[src/rtl/fx_gate_gen_if.sv]
// Count-publish handshake between the clk_fx gate generator
// and the reference-clock consumer.
interface fx_gate_gen_if #(
  parameter int CNT_W = 32
);
  logic [CNT_W-1:0] fx_cnt;
  logic [7:0]       seq;
  logic             cnt_req;
  logic             cnt_ack;

  modport master (
    output fx_cnt,
    output seq,
    output cnt_req,
    input  cnt_ack
  );

  modport slave (
    input  fx_cnt,
    input  seq,
    input  cnt_req,
    output cnt_ack
  );
endinterface

[src/rtl/fx_gate_gen.sv]
// Guarded gate window generator counting clk_fx cycles,
// publishing each count over a 4-phase handshake.
module fx_gate_gen #(
  parameter int CNT_W      = 32,
  parameter int PRE_GUARD  = 10,
  parameter int POST_GUARD = 10
) (
  input  logic          clk_fx,
  input  logic          rst_n,
  input  logic          en,
  input  logic [15:0]   gate_len,
  output logic          gate,
  output logic          busy,
  fx_gate_gen_if.master hs
);

  typedef enum logic [2:0] {
    IDLE,
    PRE,
    GATE,
    POST,
    HS_WAIT,
    HS_REL
  } state_t;

  localparam logic [15:0] PRE_LAST  = 16'(PRE_GUARD - 1);
  localparam logic [15:0] POST_LAST = 16'(POST_GUARD - 1);
  localparam logic [CNT_W-1:0] CNT_MAX = '1;

  state_t           state;
  logic             ack_m;
  logic             ack_s;
  logic [15:0]      len_q;
  logic [15:0]      guard;
  logic [CNT_W-1:0] cnt_q;
  logic [15:0]      len_new;
  logic             abort;

  assign len_new = (gate_len == 16'd0) ? 16'd1 : gate_len;
  assign busy    = (state != IDLE);
  assign abort   = !en &&
                   (state == PRE || state == GATE || state == POST);

  always_ff @(posedge clk_fx or negedge rst_n) begin
    if (!rst_n) begin
      ack_m <= 1'b0;
      ack_s <= 1'b0;
    end else begin
      ack_m <= hs.cnt_ack;
      ack_s <= ack_m;
    end
  end

  always_ff @(posedge clk_fx or negedge rst_n) begin
    if (!rst_n) begin
      state      <= IDLE;
      gate       <= 1'b0;
      guard      <= '0;
      len_q      <= '0;
      cnt_q      <= '0;
      hs.fx_cnt  <= '0;
      hs.seq     <= '0;
      hs.cnt_req <= 1'b0;
    end else if (abort) begin
      // partial window is discarded without publishing
      state <= IDLE;
      gate  <= 1'b0;
      guard <= '0;
      cnt_q <= '0;
    end else begin
      unique case (state)
        IDLE: begin
          if (en) begin
            state <= PRE;
            guard <= '0;
            len_q <= len_new;
          end
        end
        PRE: begin
          if (guard == PRE_LAST) begin
            state <= GATE;
            gate  <= 1'b1;
            guard <= '0;
          end else begin
            guard <= guard + 16'd1;
          end
        end
        GATE: begin
          if (cnt_q != CNT_MAX)
            cnt_q <= cnt_q + 1'b1;
          if (guard == len_q - 16'd1) begin
            state <= POST;
            gate  <= 1'b0;
            guard <= '0;
          end else begin
            guard <= guard + 16'd1;
          end
        end
        POST: begin
          if (guard == POST_LAST) begin
            state      <= HS_WAIT;
            guard      <= '0;
            hs.fx_cnt  <= cnt_q;
            hs.seq     <= hs.seq + 8'd1;
            hs.cnt_req <= 1'b1;
            cnt_q      <= '0;
          end else begin
            guard <= guard + 16'd1;
          end
        end
        HS_WAIT: begin
          if (ack_s) begin
            hs.cnt_req <= 1'b0;
            state      <= HS_REL;
          end
        end
        HS_REL: begin
          if (!ack_s) begin
            if (en) begin
              state <= PRE;
              guard <= '0;
              len_q <= len_new;
            end else begin
              state <= IDLE;
            end
          end
        end
        default: state <= IDLE;
      endcase
    end
  end

endmodule

[src/flat_wrapper.sv]
// flat-port wrapper written by rule: the top's interface ports become plain ports
module fx_gate_gen_flat 
#(
  parameter int CNT_W      = 32,
  parameter int PRE_GUARD  = 10,
  parameter int POST_GUARD = 10
)
  (clk_fx, rst_n, en, gate_len, gate, busy, hs_fx_cnt, hs_seq, hs_cnt_req, hs_cnt_ack);
  fx_gate_gen_if #(.CNT_W(CNT_W)) hs_i ();
  input  logic clk_fx;
  input  logic rst_n;
  input  logic en;
  input  logic [15:0] gate_len;
  output logic gate;
  output logic busy;
  output wire logic [$bits(hs_i.fx_cnt)-1:0] hs_fx_cnt;
  output wire logic [$bits(hs_i.seq)-1:0] hs_seq;
  output wire logic [$bits(hs_i.cnt_req)-1:0] hs_cnt_req;
  input wire logic [$bits(hs_i.cnt_ack)-1:0] hs_cnt_ack;
  assign hs_fx_cnt = hs_i.fx_cnt;
  assign hs_seq = hs_i.seq;
  assign hs_cnt_req = hs_i.cnt_req;
  assign hs_i.cnt_ack = hs_cnt_ack;
  fx_gate_gen #(.CNT_W(CNT_W), .PRE_GUARD(PRE_GUARD), .POST_GUARD(POST_GUARD)) u_core (.clk_fx(clk_fx), .rst_n(rst_n), .en(en), .gate_len(gate_len), .gate(gate), .busy(busy), .hs(hs_i));
endmodule
[config.mk]
export PLATFORM = sky130hd
export DESIGN_NAME = fx_gate_gen_flat
export DESIGN_NICKNAME = d
export VERILOG_FILES = /design/src/rtl/fx_gate_gen_if.sv /design/src/rtl/fx_gate_gen.sv /design/src/flat_wrapper.sv
export SDC_FILE = /design/constraint.sdc
export NUM_CORES = 1
export LEC_CHECK = 0
export ABC_AREA = 1
export CORE_MARGIN = 2
export CORE_UTILIZATION = 61
export DETAILED_ROUTE_END_ITERATION = 8
export GPL_TIMING_DRIVEN = 0
export PLACE_DENSITY = 0.8
export SYNTH_ARGS = -nofsm -noshare
export SYNTH_HDL_FRONTEND = slang
export SYNTH_SLANG_ARGS = --single-unit
[constraint.sdc]
create_clock -name clk_fx -period 4.5 [get_ports clk_fx]
set_input_delay 0.9 -clock clk_fx [delete_from_list [all_inputs] [get_ports clk_fx]]
set_output_delay 0.9 -clock clk_fx [all_outputs]
set_load 0.01 [all_outputs]
-- Word level (Yosys, flattened, before mapping)
Index checks and enable logic that the tools add are counted.
Widths: inputs -> output; s select.
- input bits: 20
- RAM bits: 0
- memory bits (read-only): 0
- flip-flop bits (word level): 111
- word-level logic and storage cells: 82
- output and inout bits: 43
- memories: 0
- latch bits: 0
- divide/modulo/power cells: 0
- eq/ne operators: 18
- bitwise logic cells: 1
- shift-type cells: 0
- add/subtract/negate cells: 4
- mux-type cells: 29
- reduce and logical (&&, ||, !) cells: 20
- $mul: 0
- magnitude comparators: 0
- operators with widths (operator ; number):
    $mux 16 ; 8
    $mux 32 ; 3
    $pmux 16 s4 ; 1
    $pmux 32 s2 ; 1
    $add 32x1->32 const B ; 1
    $ne 32x32->1 const B ; 1
    $pmux 16 s2 ; 1
    $mux 3 ; 7
    $pmux 3 s6 ; 1
    $add 16x1->16 const B ; 1
    $eq 16x16->1 ; 1
    $eq 16x4->1 const B ; 1
    $logic_not 16->1 ; 1
    $sub 16x1->16 const B ; 1
    $ne 3x2->1 const B ; 5
    $reduce_and 3->1 ; 4
    $reduce_bool 3->1 ; 3
    $add 8x1->8 const B ; 1
    $eq 3x2->1 const B ; 2
    $eq 3x3->1 const B ; 2
    $reduce_and 6->1 ; 1
    $mux 1 ; 5
    $reduce_bool 5->1 ; 1
    $ne 2x2->1 const B ; 2
    other kinds (14) ; 17

-- Logic depth before layout (Yosys ltp)
- word-level depth: 6
- mapped depth: 18
- mapped depth without buffers: 18

-- Least setup slack after synthesis
Ideal clock, no wire load.
- path type: input port to flip-flop
- start: input port en
- end: register u_core.cnt_q[20]
- data arrival time: 1.992 ns
- setup slack: 2.380 ns
- stages: 9
- library setup time: 0.129 ns
- path buffers: 2
- required time: 4.371 ns
- path through: clkbuf_1 -> nor2_2 -> inv_2 -> nand4_1 -> nand2_4 -> inv_4 -> buf_4 -> nand3_1 -> o21ai_0
- longest elaborated chain between the ends: 4
- elaborated cells on any way between the ends: 7
- classes of those cells: 2 x eq/ne; 1 x mux; 4 x reduce/logical
- RTL lines (element ; line ; source):
    from (decl) ; flat_wrapper.sv:12 ; input logic en;
    $logic_not 1->1 * ; fx_gate_gen.sv:41 ; assign abort = !en &&
    $logic_and 1x1->1 * ; fx_gate_gen.sv:41 ;
    $ne 3x2->1 (no source line) / $reduce_bool 3->1 (equally long branches) ; n/a ;
    $reduce_and 3->1 (no source line) ; n/a ;
    to (signal assigned) ; fx_gate_gen.sv:90 ; cnt_q <= cnt_q + 1'b1;
    to (decl) ; fx_gate_gen.sv:35 ; logic [CNT_W-1:0] cnt_q;
Mark *: on every way between the ends. The rest lies on a longest branch, timed or not.
A chain may end at the register's enable or synchronous reset.

-- Worst setup path in the final report
- start: register u_core.state[1]
- end: output port busy
- longest elaborated chain between the ends: 1
- RTL lines (element ; line ; source):
    from (decl) ; fx_gate_gen.sv:30 ; state_t state;
    from (signal assigned) ; fx_gate_gen.sv:56 ; state <= IDLE;
    from (signal assigned) ; fx_gate_gen.sv:66 ; state <= IDLE;
    from (signal assigned) ; fx_gate_gen.sv:74 ; state <= PRE;
    $reduce_bool 3->1 ; fx_gate_gen.sv:40 ; assign busy = (state != IDLE);
    to (decl) ; flat_wrapper.sv:15 ; output logic busy;
No other way between the ends.

==> impl_metrics.toml <==
[run_status]
status = "completed"

[timing]
hold_viol_final = 0
rsz0062_at_grt = "no"
fmax_mhz = 394.9
worstMarginPinSlew_ps = 549.2
setup_ws_ps = 1968
finClkSkew_ps = 13.18
finalMaxSlewViolations = 0
relSlewSlack_pct = 63.39
layout_min_cycle_time_ps = 2532
finalSetupViolations = 0
post-route-period-util_pct = 56.27

[yosys]
synth_nets = 860
yosysTopAreaCell = "dfrtp_1"
synth_area_sq_um = 6404
synth.distinct_cells = 40
netlist_top_cells_area = "dfrtp_1, nand2_1, xor2_1, inv_1, o21ai_0"
synth_top_area_share_pct = 43.38
synth_area_per_cell_sq_um = 7.669
synth_warnings = 0
ys_ff_latch = 111
synth-seq-area-share_pct = 43.38
syn_inst = 835

[min_path]
hold_path.class = "flip-flop to flip-flop"
hold_end = "u_core.ack_s"
hold_depth = 0
min_from = "u_core.ack_m"

[cts]
cts_setup_buffers = 0
clockRootBuffer = "clkbuf_8"
cts_tree = "done"
cts_buffers = 9
clockBufferDepth = 2
path_clk_slew_ps = 100
cts_hold_buf = 0
htree_levels = 3
cts.sinks = 111
ctsResizeCount = 0
clkLatencyLatePin_ps = 390

[placement]
dp_slack_ps = 1977
port_buffers = 61
placed_cells = 1033
gp_congestion = 0.9615
hpwlAfterDp_mm = 12.49
place_area_sq_um = 7209

[critical_path]
critPathMaxFanout = 5
cp_num_buf_inv = 1
rrSetupSlack_ps = 2110
worstRegToRegCells = 9
path_cells = "nor2_1, nand2_1, clkdlybuf4s50_1"
cp.required_ps = 3600
r2r_start = "u_core.guard[1]"
crit_type = "flip-flop to primary output"
cp_slowest_cell = "clkdlybuf4s50_1"
critical-path-top-delay-family = "buffers and inverters"
timing.rr.end = "u_core.hs.fx_cnt[4]"
crit_arrival_ps = 1630
end_kind = "primary output"
max_stage_delay_ps = 490
crit_path_start_kind = "flip-flop"

[pwr]
vdd_ir_drop_max_v = 0.0003659
power_density_nw_per_um2 = 473.6
leakage_nw = 3.294

[grt]
antenna_found_initial = 0
grt_overflow_total = 0
grt_pass1_wl_mm = 26.72
grt_start_max_net_pins = 76
first_global_vias = 5447
groute.usage.overall_pct = 29.94

[cells_and_area]
n_antenna_cell = 0
design_area_sq_um = 7437
final_cell_mix = "nand2_1, dfrtp_1, inv_1"
areaGrowthSynthToFinish_pct = 16.14
mostFrequentLayoutCell = "nand2_1"
finalNetCount = 933
layoutNonFillerInstCount = 1049
drive_gt1_share_pct = 8.543

[die]
die_h_microns = 106.5
core_sq_um = 10280
die-area_sq_um = 11330
die_x_microns = 106.5
pin_count = 63
start_util_pct = 62.31
std_cell_rows = 37

[detailed_routing]
antenna_left = 0
vias_per_cell = 5.643
first_pass_iters = 7
wirelength_mm = 16.53
drc = 0
drt-wirelength-per-cell_microns = 15.76
drtIter0Drc = 542
vias = 5919

[flow_run]
maxCapViolations = 0
-- cells in the mapped netlist (all sizes together) --
master     n
o21a       1
o21ai     81
buf       18
xnor2      9
nand3     37
a22oi      1
xor2      45
inv      102
clkbuf     7
nor3b      1
nand3b     4
nor4      18
or2        1
ha         5
nand2    238
mux2       1
nor2      75
dfrtp    111
o2111ai    1
a21oi     14
a211oi     1
a41oi      1
nor3      41
nand4     22
-- power by group --
part	leakage, nW	switching [W]	internal [W]	total [W]
registers	1.49	0.000209	0.00119	0.00140
clock network	0.113	0.000348	0.000332	0.000679
logic	1.69	0.000956	0.000491	0.00145
-- per-layer routing --
metal,global-route usage (%),up-vias,wire [microns]
met5,0,-,0
met4,7.143,0,155
met3,4.660,18,1173
met2,46.38,237,7448
met1,44.56,2826,7750
li1,-,2838,-
-- logic make-up after synthesis --
kind of cell | after synthesis | synth area share [%]
AND/OR/NAND/NOR | 437 | 31.48
AO/OA/AOI/OAI | 100 | 8.168
multiplexers | 1 | 0.1758
buffers and inverters | 127 | 8.441
XOR/XNOR | 54 | 7.386
adder cells (fa/ha/maj) | 5 | 0.9769
flip-flops | 111 | 43.38
-- through the flow --
step	TNS, ps	hold WS [ps]	util, %	total power (W)
global placement	-170760	340.0	69.91	0.002757
detailed placement	0	356.4	70.15	0.002818
floorplan	0	331.2	-	0.002417
finish	0	375.2	72.36	0.003522
global route	0	386.7	72.36	0.003740
CTS	0	379.1	72.36	0.003495
-- sequential cells by signal (all words and copies together), names as in the netlist --
name               flops
u_core.len_q          16
u_core.hs.cnt_req      1
u_core.ack_m           1
u_core.gate            1
u_core.guard          16
u_core.state           3
u_core.hs.seq          8
u_core.hs.fx_cnt      32
u_core.cnt_q          32
u_core.ack_s           1
-- worst register-to-register path: stages, from the launching register on --
cell and delay (ps):
dfrtp_1 450, inv_1 140, ha_1 180, inv_1 60, nor4_1 450, nand4_2 300
buf_2 280, buf_2 240, nand2_1 90, o21ai_0 80
-- area by class of cell --
class	count	area, sq um
plain buffers	25	155.1
clock buffers	10	137.6
clock inverters	6	90.09
fillers	850	2840
inverters	102	385.4
multi-input cells	597	3085
flip-flops and latches	111	2778
well taps	136	170.2
repair buffers	62	635.6
-- worst max-delay path by stage --
stage,startpoint,end,slack [ps],depth (start not counted)
floorplan,en,u_core.cnt_q[20],2380,9
global placement,rst_n,u_core.hs.fx_cnt[6],-1550,1
detailed placement,gate_len[1],u_core.len_q[11],1980,6
CTS,u_core.state[1],busy,1980,3
global route,u_core.state[1],busy,1890,3
finish,u_core.state[1],busy,1970,3
No activity file was read; power rests on OpenSTA's default activity.
